## config.mk

```make
export PLATFORM = sky130hd
export DESIGN_NAME = fifo_rd_stream
export DESIGN_NICKNAME = d
export VERILOG_FILES = /design/src/rtl/fifo_rd_stream.sv
export SDC_FILE = /design/constraint.sdc
export NUM_CORES = 1
export LEC_CHECK = 0
export CORE_MARGIN = 2
export CORE_UTILIZATION = 46
export DETAILED_ROUTE_END_ITERATION = 8
export PLACE_DENSITY = 0.76
export SLEW_MARGIN = 25
export SYNTH_ARGS = -nofsm -noshare
export SYNTH_HDL_FRONTEND = slang
export SYNTH_SLANG_ARGS = --single-unit
```

## constraint.sdc

```tcl
create_clock -name I_clk -period 1.6 [get_ports I_clk]
set_input_delay 0.4 -clock I_clk [delete_from_list [all_inputs] [get_ports I_clk]]
set_output_delay 0.4 -clock I_clk [all_outputs]
set_load 0.005 [all_outputs]
```

## src/rtl/fifo_rd_stream.sv

```systemverilog
// fifo_rd_stream: read-side adapter that turns the dual-clock FIFO's pop
// interface into a first-word-fall-through valid/ready stream.
//
// Ports
//   I_clk, I_rst_n : read-domain clock, async active-low reset
//   O_rinc         : pop strobe to the FIFO read increment
//   I_rdata        : FIFO read data, valid the cycle after O_rinc
//   I_rempty       : FIFO registered empty flag
//   O_tdata        : stream data (buffer head)
//   O_tvalid       : stream valid
//   I_tready       : stream ready from the consumer
//   O_level        : local buffer occupancy, 0..3
//   O_cnt          : words accepted on the stream, wraps
module fifo_rd_stream #(
    parameter int unsigned DSIZE = 8
) (
    input  logic             I_clk,
    input  logic             I_rst_n,
    output logic             O_rinc,
    input  logic [DSIZE-1:0] I_rdata,
    input  logic             I_rempty,
    output logic [DSIZE-1:0] O_tdata,
    output logic             O_tvalid,
    input  logic             I_tready,
    output logic [1:0]       O_level,
    output logic [31:0]      O_cnt
);

    localparam int unsigned DEPTH = 3;
    localparam int unsigned PTR_W = 2;
    localparam int unsigned LVL_W = 2;
    localparam int unsigned CNT_W = 32;

    logic [DSIZE-1:0] mem_q [DEPTH];
    logic [PTR_W-1:0] wr_ptr_q, wr_ptr_d;
    logic [PTR_W-1:0] rd_ptr_q, rd_ptr_d;
    logic [LVL_W-1:0] level_q, level_d;
    logic [CNT_W-1:0] cnt_q, cnt_d;
    logic             pend_q;
    logic             wr_en;
    logic             rd_en;

    function automatic logic [PTR_W-1:0] ptr_inc(input logic [PTR_W-1:0] p);
        return (p == PTR_W'(DEPTH - 1)) ? '0 : p + PTR_W'(1);
    endfunction

    // Pop only when the word (plus any in-flight word) is guaranteed a slot;
    // held low while reset is asserted so no pop is issued into a reset window.
    assign O_rinc = I_rst_n && !I_rempty
                    && ((3'(level_q) + 3'(pend_q)) < 3'(DEPTH));

    assign wr_en    = pend_q;
    assign O_tvalid = (level_q != '0);
    assign rd_en    = O_tvalid && I_tready;
    assign O_tdata  = mem_q[rd_ptr_q];
    assign O_level  = level_q;
    assign O_cnt    = cnt_q;

    // Next-state for pointers, level and delivered-word counter
    always_comb begin
        wr_ptr_d = wr_ptr_q;
        rd_ptr_d = rd_ptr_q;
        level_d  = level_q;
        cnt_d    = cnt_q;
        if (wr_en) begin
            wr_ptr_d = ptr_inc(wr_ptr_q);
        end
        if (rd_en) begin
            rd_ptr_d = ptr_inc(rd_ptr_q);
            cnt_d    = cnt_q + CNT_W'(1);
        end
        case ({wr_en, rd_en})
            2'b10:   level_d = level_q + LVL_W'(1);
            2'b01:   level_d = level_q - LVL_W'(1);
            default: level_d = level_q;
        endcase
    end

    // Control state
    always_ff @(posedge I_clk or negedge I_rst_n) begin
        if (!I_rst_n) begin
            wr_ptr_q <= '0;
            rd_ptr_q <= '0;
            level_q  <= '0;
            pend_q   <= 1'b0;
        end else begin
            wr_ptr_q <= wr_ptr_d;
            rd_ptr_q <= rd_ptr_d;
            level_q  <= level_d;
            pend_q   <= O_rinc;
        end
    end

    // Counter only loads on an accepted word
    always_ff @(posedge I_clk or negedge I_rst_n) begin
        if (!I_rst_n) begin
            cnt_q <= '0;
        end else if (rd_en) begin
            cnt_q <= cnt_d;
        end
    end

    // Data storage needs no reset; contents are qualified by level
    always_ff @(posedge I_clk) begin
        if (wr_en) begin
            mem_q[wr_ptr_q] <= I_rdata;
        end
    end

endmodule

```

After elaboration in Yosys (flattened, before gate mapping)
Memories as Yosys holds them, arrays and structs flattened.
Cells that the tools add are included.
- bits in registers: 39
- latch bits: 0
- memory bits (writable): 24
- memory bits (read-only): 0
- input port bits: 12
- output and inout port bits: 44
- word-level logic and storage cells: 28
- memories: 1
- add/subtract/negate cells: 6
- multipliers: 0
- divide/modulo/power cells: 0
- $lt $le $gt $ge: 1
- eq/ne operators: 4
- shift-type cells: 0
- mux-type cells: 5
- bitwise logic cells: 0
- reduce and logical (&&, ||, !) cells: 6
- memories (memory ; depth ; width ; read ports ; clocked after memory_dff ; write ports ; line ; source):
    mem_q ; 3 ; 8 ; 1 ; 0 ; 1 ; 34 ; logic [DSIZE-1:0] mem_q [DEPTH];
- operators with widths (operator ; number):
    32-bit by 1-bit adder with 32-bit output, second input constant ; 1
    2-bit by 1-bit adder with 2-bit output, second input constant ; 3
    2-bit == test, second input constant ; 3
    2-bit 2-to-1 mux ; 2
    2-bit case mux with 2 select lines ; 1
    2-bit nonzero test ; 2
    2-bit by 1-bit adder with 3-bit output ; 1
    1-bit logical AND ; 3
    3-bit by 2-bit less-than comparator with 1-bit output, second input constant ; 1
    2-bit by 1-bit == test with 1-bit output, second input constant ; 1
    1-bit 2-to-1 mux ; 2
    2-bit by 1-bit subtractor with 2-bit output, second input constant ; 1
    1-bit zero test ; 1

Depth between registers and ports, before layout
Gate-level depths: netlist of run 1.
- depth after elaboration: 4
- gate-level depth with buffers: 7
- mapped depth without buffers: 6

Worst setup path after synthesis of run 1
Ideal clock, no wire load.
- path kind: register to output
- start: register level_q[0] (netlist: O_level[0])
- end: output port O_rinc
- data arrival time: 1.480 ns
- required time: 1.200 ns
- slack: -0.280 ns
- stages on the path, launching flop included: 4
- buffers on the path: 0
- cells stage by stage: dfrtp_1 ha_1 ha_1 a2111oi_0
- longest elaborated chain between the ends: 3
- RTL lines (element ; line ; source):
    start: declaration ; 37 ; logic [LVL_W-1:0] level_q, level_d;
    start signal: assignment ; 89 ; level_q <= level_d;
    2-bit by 1-bit adder with 3-bit output ; 50 ; && ((3'(level_q) + 3'(pend_q)) < 3'(DEPTH));
    3-bit by 2-bit less-than comparator with 1-bit output ; 50 ;
    1-bit logical AND ; 50 ;
    end: declaration ; 19 ; output logic O_rinc,
No other way between the ends.

Worst setup path in the final report of run 1
- start: register pend_q
- end: output port O_rinc
- longest elaborated chain between the ends: 3
- RTL lines (element ; line ; source):
    start: declaration ; 39 ; logic pend_q;
    start signal: assignment ; 90 ; pend_q <= O_rinc;
    2-bit by 1-bit adder with 3-bit output ; 50 ;
    3-bit by 2-bit less-than comparator with 1-bit output ; 50 ;
    1-bit logical AND ; 50 ;
No other way between the ends.

==> reports/qor.csv, run 1 <==
metric;value;unit
outcome;finished, violations left;
violated checks;negative setup slack;
switching share of total power;30.73;%
P_int;3909;µW
cts hold-fix bufs;0;
H-tree depth;3;
ranking of synthesized cells by area;dfrtp_1 36%, edfxtp_1 27%, xnor2_1 9.1%;
CTS root buffer;clkbuf_8;
total of warnings raised by yosys;0;
synth cell count leaders;39 x dfrtp_1, 28 x xnor2_1, 24 x edfxtp_1;
Syn Inst Count;203;
Iteration-0 DRC Markers;145;
EDFF count, synth;24;
clk_skew;8.997;ps
Layout area overhead;61.84;%
clk sinks;63;
Skew-Pair Late Insertion Delay;330;ps
Synth Net Count;219;
post-synth top area share;36.30;%
Post-Synthesis Cell Area;2689;µm²
core area;5574;µm²
final WL;7.289;mm
most numerous cell in the Yosys netlist;dfrtp_1;
I/O Buffers;55;
clock power share;20.5;%
Rel. slew slack;66.98;%
Overflow after GRT;0;
Max VDD drop;0.9861;mV
leakage power;0.002319;µW
initial antenna violation count;0;
Tcrit/Tclk final;128.3;%
Synth async-reset ratio;61.90;%
ant diodes;0;
first-pass GRT wire length;9.632;mm
number of endpoints failing setup at the final stage;27;
Final GP Congestion;0.7678;
CTS Buf Count;9;
pre-CTS setup slack;-491.3;ps
Logic pwr share;42.6;%
row cnt;27;
routed vias;2201;
leading area contributor after synthesis;dfrtp_1;
Worst setup SP type;register;
Reg power frac;36.9;%
Setup WS post-layout;-452.4;ps
post-synthesis sequential area ratio;63.10;%
final net count;366;
Total GRT Usage;20.00;%
DR pass1 iterations;4;
post-DP HPWL;3.815;mm
Die Y-Extent;80.46;µm
largest net degree at the start of global routing;40;
Crit Path Class;register to output pin;
antenna viol nets, final;0;
number of fill cells;314;
Worst Tran Pin Value;495.3;ps
Pwr Density;1297;nW/µm²
WP data required;1200;ps
Initial Util;48.24;%
DRC;0;
Period minus WS final;2052;ps
vias in the first global route;2120;
IO Count;56;
Synth Area per Inst;13.25;µm²
CP Max Fanout;2;
Hold Crit Class;input pin to asynchronous set/reset pin;
Critical Path AT;1650;ps
post-synthesis register bit count;63;
synth unique cells;29;
Max Cap Viol;0;
Fin. Hold Viols;0;
fmax;0.4872;GHz
clock-pin slew on the worst setup and hold paths;70;ps
routed len/inst;17.07;µm
DR vias/cell;5.155;
hold_ws;188.6;ps
DIE AREA;6473;µm²
clock tree buffer depth;2;
Switch Pwr;1735;µW
crit path capture type;output pin;
final core occ;78.07;%
share of layout cells above drive strength 1;40.56;%
die width;80.46;µm
dominant synthesized flop cell;dfrtp_1;
CTS tree;yes;
RSZ-0062 raised after global routing;yes;
Final Slew Violations;0;
-- logic make-up (layout without fill, tap and decap cells) --
logic type	Yosys count	in the layout	share of synthesized area, %
AOI/OAI and AO/OA	14	14	3.211
and+or+nand+nor	70	70	16.05
buffers and inverters	10	162	1.721
xor gates and xnor gates	34	34	11.08
DFF	63	63	63.10
muxes	8	8	2.978
adders and majority gates	4	4	1.861
-- cells in the final DEF (no fill, tap or decap), types with 4 or more instances in the layout --
cell type and count:
nand4_1 12, and3_1 6, clkbuf_8 10, xor2_1 6
ha_4 4, buf_4 71, and4_1 4, nand3_2 4
buf_6 16, nand3_1 4, clkdlybuf4s50_1 10, buf_2 10
dlymetal6s2s_1 21, dlygate4sd2_1 10, dfrtp_2 6, o21ai_1 8
nand2_1 19, edfxtp_1 24, xnor2_1 28, mux2i_1 8
clkbuf_1 5, dfrtp_1 33
-- worst max-delay path, stage by stage, from the launching register on --
cell,delay [ps]
dfrtp_1,420
ha_4,180
ha_4,210
a2111oi_4,350
buf_2,170
-- sequential cells by signal, indices dropped and copies added (netlist names) --
register / cells
mem_q: 24
pend_q: 1
O_cnt: 32
rd_ptr_q: 2
wr_ptr_q: 2
O_level: 2
-- power groups by stage --
stage          Combinational [µW]  Sequential (µW)  Clock, µW
6_report                     2400             2080       1160
5_1_grt                      2570             2100       1250
4_1_cts                      2010             2060       1170
3_5_place_dp                 1720             2140          0
3_3_place_gp                 1660             2120          0
2_1_floorplan                 709             2150          0
-- area by class of cell --
cell class | count | area (µm²) | share of cell area (%)
flip-flops and latches | 63 | 1704 | 39.16
repair buffers | 142 | 1269 | 29.15
multi-input cells | 130 | 1112 | 25.56
clock buffers | 15 | 156.4 | 3.594
well taps | 72 | 90.09 | 2.070
inverters | 4 | 15.01 | 0.3450
clock inverters | 1 | 5.005 | 0.1150
-- final timing paths --
| path | start | cells after the start | endpoint | slack [ps] |
|---|---|---|---|---|
| worst max-delay path | pend_q | 4 | O_rinc | -450 |
| worst min-delay path | I_rst_n | 2 | O_cnt[31] | 190 |
| worst max register to register | O_cnt[1] | 8 | O_cnt[20] | -90 |
| worst min register to register | O_cnt[17] | 1 | O_cnt[17] | 530 |
| max in group asynchronous | I_rst_n | 2 | O_level[0] | 1030 |
| min in group I_clk | I_rst_n | 4 | pend_q | 510 |
-- per-stage QoR --
stage	cell area (µm²)	total power, µW	std cells	TNS [ps]
floorplan	2721	2860	203	0
global placement	3526	3773	349	-8365
global route	4352	5919	427	-4270
detailed placement	3526	3859	349	-9058
finish	4352	5644	427	-2223
CTS	4001	5231	405	-1371
-- routing by layer --
layer	vias up	track usage, %	part of all wire (%)
li1	1021	-	-
met2	63	35.08	56
met5	-	0	0
met4	0	6.610	0.99
met3	8	5.281	3.8
met1	1109	23.82	39
-- repair_timing --
item,CTS,global route
hold endpoints to repair,0,0
cloned,0,1
pin swaps,6,18
setup endpoints to repair,48,55
gates resized for setup,81,56
buffers inserted,40,23
No activity file was read; power rests on OpenSTA's default activity.
==> run 2: changes to the inputs <==
Settings changed: PLACE_DENSITY 0.76 to 0.79.
==> run 2 against run 1 <==
Compared with the run above: the flow still finishes with violations (negative setup slack); register-to-register slack better by 30 ps; utilization fell by 3.2 points; clock power grew 9%; largest cell class unchanged; largest power group is now sequential cells.
==> reports/qor.csv, run 2 (synthesized netlist as in run 1, its figures left out) <==
metric;value;unit;change
final net count;342;;-6.6%
critical path's top delay family;flip-flops;;
Rel. slew slack;68.22;%;+1.2 points
Max VDD drop;0.9366;mV;-5.0%
Max Cap Viol;0;;unchanged
Pwr Density;1262;nW/µm²;-2.7%
I/O Buffers;55;;unchanged
IO Count;56;;unchanged
CTS Buf Count;9;;unchanged
final WL;6.369;mm;-13%
RSZ-0062 raised after global routing;yes;;
Initial Util;48.24;%;unchanged
Final GP Congestion;0.7655;;-0.30%
Worst setup SP type;register;;
Tcrit/Tclk final;124.4;%;-3.8 points
number of endpoints failing setup at the final stage;19;;-30%
post-DP HPWL;3.773;mm;-1.1%
Total GRT Usage;19.21;%;-0.79 points
H-tree depth;3;;unchanged
core area;5574;µm²;unchanged
row cnt;27;;unchanged
Max stage delay on crit path;400;ps;-20 ps
CTS root buffer;clkbuf_8;;
leakage power;0.002154;µW;-7.1%
CTS tree;yes;;
WP buf/inv;1;;unchanged
crit path capture type;output pin;;
Die Y-Extent;80.46;µm;unchanged
antenna viol nets, final;0;;unchanged
fmax;0.5023;GHz;+3.1%
fin area;4172;µm²;-4.1%
Final Total Pwr;5264;µW;-6.7%
die width;80.46;µm;unchanged
Period minus WS final;1991;ps;-61.43 ps
Worst Tran Pin Value;476.7;ps;-18.61 ps
Layout area overhead;55.14;%;
outcome;finished, violations left;;
Setup WS post-layout;-391.0;ps;+61.43 ps
number of fill cells;366;;+17%
clock tree buffer depth;2;;unchanged
clock-pin slew on the worst setup and hold paths;70;ps;about the same
clk_skew;5.863;ps;-3.135 ps
area of the multi-input gates;1130;µm²;+1.6%
Register Area;1705;µm²;about the same
routed vias;2095;;-4.8%
cts hold-fix bufs;0;;unchanged
Iteration-0 DRC Markers;109;;-25%
Critical Path AT;1590;ps;-60 ps
vias in the first global route;1991;;-6.1%
WP data required;1200;ps;about the same
share of layout cells above drive strength 1;37.46;%;-3.1 points
Area after DPL;3503;µm²;-0.64%
CP Cell Sequence;ha_2 > ha_4 > a2111oi_4 > buf_2;;
Hold Crit Class;input pin to asynchronous set/reset pin;;
most frequent cells in the layout;52 x buf_4, 32 x dfrtp_1, 24 x edfxtp_1, 23 x xnor2_1, 20 x nand2_1;;
DR pass1 iterations;4;;unchanged
initial antenna violation count;0;;unchanged
Fin. Hold Viols;0;;unchanged
routed len/inst;15.80;µm;-7.4%
violated checks;negative setup slack;;
ant diodes;0;;unchanged
Final Slew Violations;0;;unchanged
Crit Path Class;register to output pin;;
slowest cell on the critical path;dfrtp_2;;
most common cell after layout, fill and taps aside;buf_4;;
first-pass GRT wire length;9.121;mm;-5.3%
Overflow after GRT;0;;unchanged
DR vias/cell;5.199;;+0.85%
clk sinks;63;;unchanged
Skew-Pair Late Insertion Delay;330;ps;about the same
max reg flops;32;;unchanged
DRC;0;;unchanged
flop2flop setup slack;-60;ps;+30 ps
largest net degree at the start of global routing;40;;unchanged
CP Max Fanout;2;;unchanged
DIE AREA;6473;µm²;unchanged
run 2: cell count changes in the layout (fill, tap and decap cells not counted), sizes merged:
cell	previous run	this run
buf	99	72
dlygate4sd2	10	18
dlymetal6s2s	21	16
clkbuf	16	17
clkdlybuf4s50	10	9
run 2: worst paths after layout:
check / startpoint / endpoint / depth (start not counted)
worst max register to register: O_cnt[1] / O_cnt[25] / 7
max in group asynchronous: I_rst_n / O_level[0] / 2
min in group I_clk: I_rst_n / pend_q / 3
worst max-delay path: O_level[0] / O_rinc / 4
worst min-delay path: I_rst_n / O_cnt[3] / 2
worst min register to register: O_cnt[26] / O_cnt[26] / 1
run 2: cell type report:
class	count	area share [%]
Inverter	4	0.3599
Sequential cell	63	40.88
Multi-Input combinational cell	130	27.08
Timing Repair Buffer	118	25.17
Tap cell	72	2.160
Clock inverter	1	0.1200
Clock buffer	15	4.229
run 2: power breakdown:
group	total (µW)	internal (µW)	switching, µW
Combinational	1940	1070	874
Clock	1260	689	570
Sequential	2060	1920	138
Total	5260	3680	1580
run 2: stage by stage:
stage	cells	hold WS (ps)	TNS, ps	setup slack, ps	util (%)
finish	403	195.9	-1424	-391.0	74.84
global route	403	230.3	-3385	-464.8	74.84
CTS	396	198.9	-2247	-427.2	70.37
detailed placement	346	471.9	-9099	-488.0	62.85
global placement	346	464.4	-8142	-475.4	62.85
floorplan	203	104.4	0	8.855	-
run 2: per-layer routing:
| layer | up-vias | global-route usage [%] | part of all wire (%) |
|---|---|---|---|
| li1 | 977 | - | - |
| met1 | 1036 | 24.68 | 41 |
| met2 | 61 | 30.58 | 50 |
| met3 | 21 | 4.157 | 5.6 |
| met4 | 0 | 10.00 | 3.6 |
| met5 | - | 0 | 0 |
run 2: timing repair:
item                                    CTS  global route
gates cloned                              1             2
buffers inserted                         33             6
pin swaps                                 6            24
hold endpoints to repair                  0             0
resized for setup                        78            53
endpoints found under the setup margin   50            49
==> run 3: changes to the inputs <==
Settings changed: CORE_UTILIZATION 46 to 49, DONT_BUFFER_PORTS from default to 1, PLACE_DENSITY 0.79 to 0.69.
==> run 3 against run 2 <==
Compared with the run above: largest power group unchanged; wire length is 5.2% lower; sequential power is 7% higher; the flow still finishes with violations (negative setup slack); worst hold slack worse by 67 ps; count of clock-buffer cells in the layout is 4 lower; critical path depth is 1 lower; largest cell class unchanged; clock power is 13% higher; total power is 2.6% lower.
==> reports/qor.csv, run 3 (synthesized netlist as in run 1, its figures left out) <==
metric;value;unit;change
critical register-to-register path endpoint;O_cnt[31];;
Max VDD drop;1.076;mV;+15%
max reg flops;32;;unchanged
largest net degree at the start of global routing;40;;unchanged
max layer used;met4;;
post-DP HPWL;3.794;mm;+0.56%
die width;78.08;µm;-3.0%
Final GP Congestion;0.7944;;+3.8%
Initial Util;51.66;%;+3.4 points
met2 wire length;3.040;mm;-3.9%
DRC;0;;unchanged
DR vias/cell;5.483;;+5.5%
H-tree depth;3;;unchanged
Critical Path AT;1470;ps;-120 ps
Worst Tran Pin Value;362.5;ps;-114.2 ps
WL met3;438;µm;+23%
slowest cell on the critical path;dfrtp_2;;
row cnt;26;;-3.7%
flop2flop setup slack;-140;ps;-80 ps
clock-pin slew on the worst setup and hold paths;70;ps;about the same
Die Y-Extent;78.08;µm;-3.0%
Layout area overhead;31.97;%;
met1 WL;2.435;mm;-7.0%
ant diodes;0;;unchanged
first-pass GRT wire length;8.880;mm;-2.6%
Period minus WS final;1874;ps;-116.6 ps
Area after DPL;2980;µm²;-15%
Hold Path End;pend_q;;
fin cells;327;;-19%
Tcrit/Tclk final;117.1;%;-7.3 points
most common cell after layout, fill and taps aside;dfrtp_1;;
Pwr Density;1445;nW/µm²;+15%
Crit Path Class;register to output pin;;
share of layout cells above drive strength 1;35.41;%;-2.1 points
final core occ;68.17;%;-6.7 points
clk sinks;63;;unchanged
antenna viol nets, final;0;;unchanged
CTS tree;yes;;
Iteration-0 DRC Markers;168;;+54%
IO Count;56;;unchanged
Worst setup SP type;register;;
CP Max Fanout;2;;unchanged
CP Cell Sequence;ha_4 > ha_4 > a2111oi_4;;
leakage power;0.001542;µW;-28%
min-delay src;I_rempty;;
vias in the first global route;1813;;-8.9%
RSZ-0062 raised after global routing;yes;;
final WL;6.036;mm;-5.2%
DR pass1 iterations;6;;+2
clk_skew;5.417;ps;-0.4455 ps
CTS Buf Count;9;;unchanged
violated checks;negative setup slack;;
WP buf/inv;0;;-1
fin area;3548;µm²;-15%
Skew-Pair Late Insertion Delay;340;ps;about the same
most frequent cells in the layout;34 x dfrtp_1, 32 x buf_4, 24 x xnor2_1, 24 x edfxtp_1, 20 x nand2_1;;
number of endpoints failing setup at the final stage;16;;-3
Worst R2R Start;O_cnt[0];;
Rel. slew slack;75.61;%;+7.4 points
Fin. Hold Viols;0;;unchanged
Hold Crit Class;input pin to register;;
fmax;0.5335;GHz;+6.2%
final net count;268;;-22%
Placed Cells;294;;-15%
core area;5205;µm²;-6.6%
worst r2r path cells;6;;-1
CTS root buffer;clkbuf_8;;
critical path's top delay family;flip-flops;;
outcome;finished, violations left;;
critical path launch point;O_level[0];;
crit path capture type;output pin;;
I/O Buffers;0;;-100%
routed vias;1793;;-14%
Total GRT Usage;19.71;%;+0.51 points
Setup WS post-layout;-274.4;ps;+116.6 ps
WP data required;1200;ps;about the same
Final Slew Violations;0;;unchanged
Overflow after GRT;0;;unchanged
hold path depth;1;;
hold_ws;128.9;ps;-67.04 ps
routed len/inst;18.46;µm;+17%
DIE AREA;6096;µm²;-5.8%
Max Cap Viol;0;;unchanged
most used cell, CP;ha_4;;
clock tree buffer depth;2;;unchanged
Critical Path Stages;3;;-1
initial antenna violation count;0;;unchanged
Max stage delay on crit path;430;ps;+30 ps
## run 3: how the worst max path moves through the flow
stage,endpoint,slack [ps]
final,O_rinc,-270
after global routing,O_rinc,-310
after floorplan,O_rinc,9
after CTS,O_rinc,-340
after global placement,O_rinc,40
after detailed placement,O_rinc,-4
## run 3: worst register-to-register path: cells and delay by family (launching register included)
| family | cells | cell delay [ps] |
|---|---|---|
| and+or+nand+nor | 3 | 770 |
| buffers and inverters | 2 | 340 |
| xor gates and xnor gates | 1 | 160 |
| DFF | 1 | 370 |
## run 3: final cells by class
cell class | instances | area [µm²]
Inverter | 4 | 15.01
Timing Repair Buffer | 44 | 382.9
Fill cell | 362 | 1657
Sequential cell | 63 | 1703
Multi-Input combinational cell | 130 | 1156
Clock buffer | 11 | 131.4
Clock inverter | 5 | 72.57
Tap cell | 70 | 87.58
## run 3: repair_timing
item                       in CTS  in global routing
hold buffers                    2                  0
hold endpoints to repair       39                  0
pin swaps                      10                 20
buffers inserted                7                  7
setup endpoints to repair      10                 31
cloned                          0                  2
resized for setup              29                 29
## run 3: metrics by stage
stage          worst slack (ps)  power, µW  setup TNS (ps)
2_1_floorplan             8.855       2860               0
3_3_place_gp              38.25       3158               0
3_5_place_dp             -4.323       3241          -4.323
4_1_cts                  -344.6       4994          -572.2
5_1_grt                  -313.6       5390           -2412
6_report                 -274.4       5128           -1219
## run 3: routing by layer
metal  track usage [%]  vias to the layer above
met1             22.38                      904
met4             9.474                        0
met2             32.16                       54
met3             8.391                       12
met5                 0                        -
li1                  -                      823
## run 3: power breakdown
group | internal [µW] | switching, µW | total, µW
clock network | 865 | 570 | 1430
logic | 811 | 667 | 1480
registers | 1930 | 284 | 2210
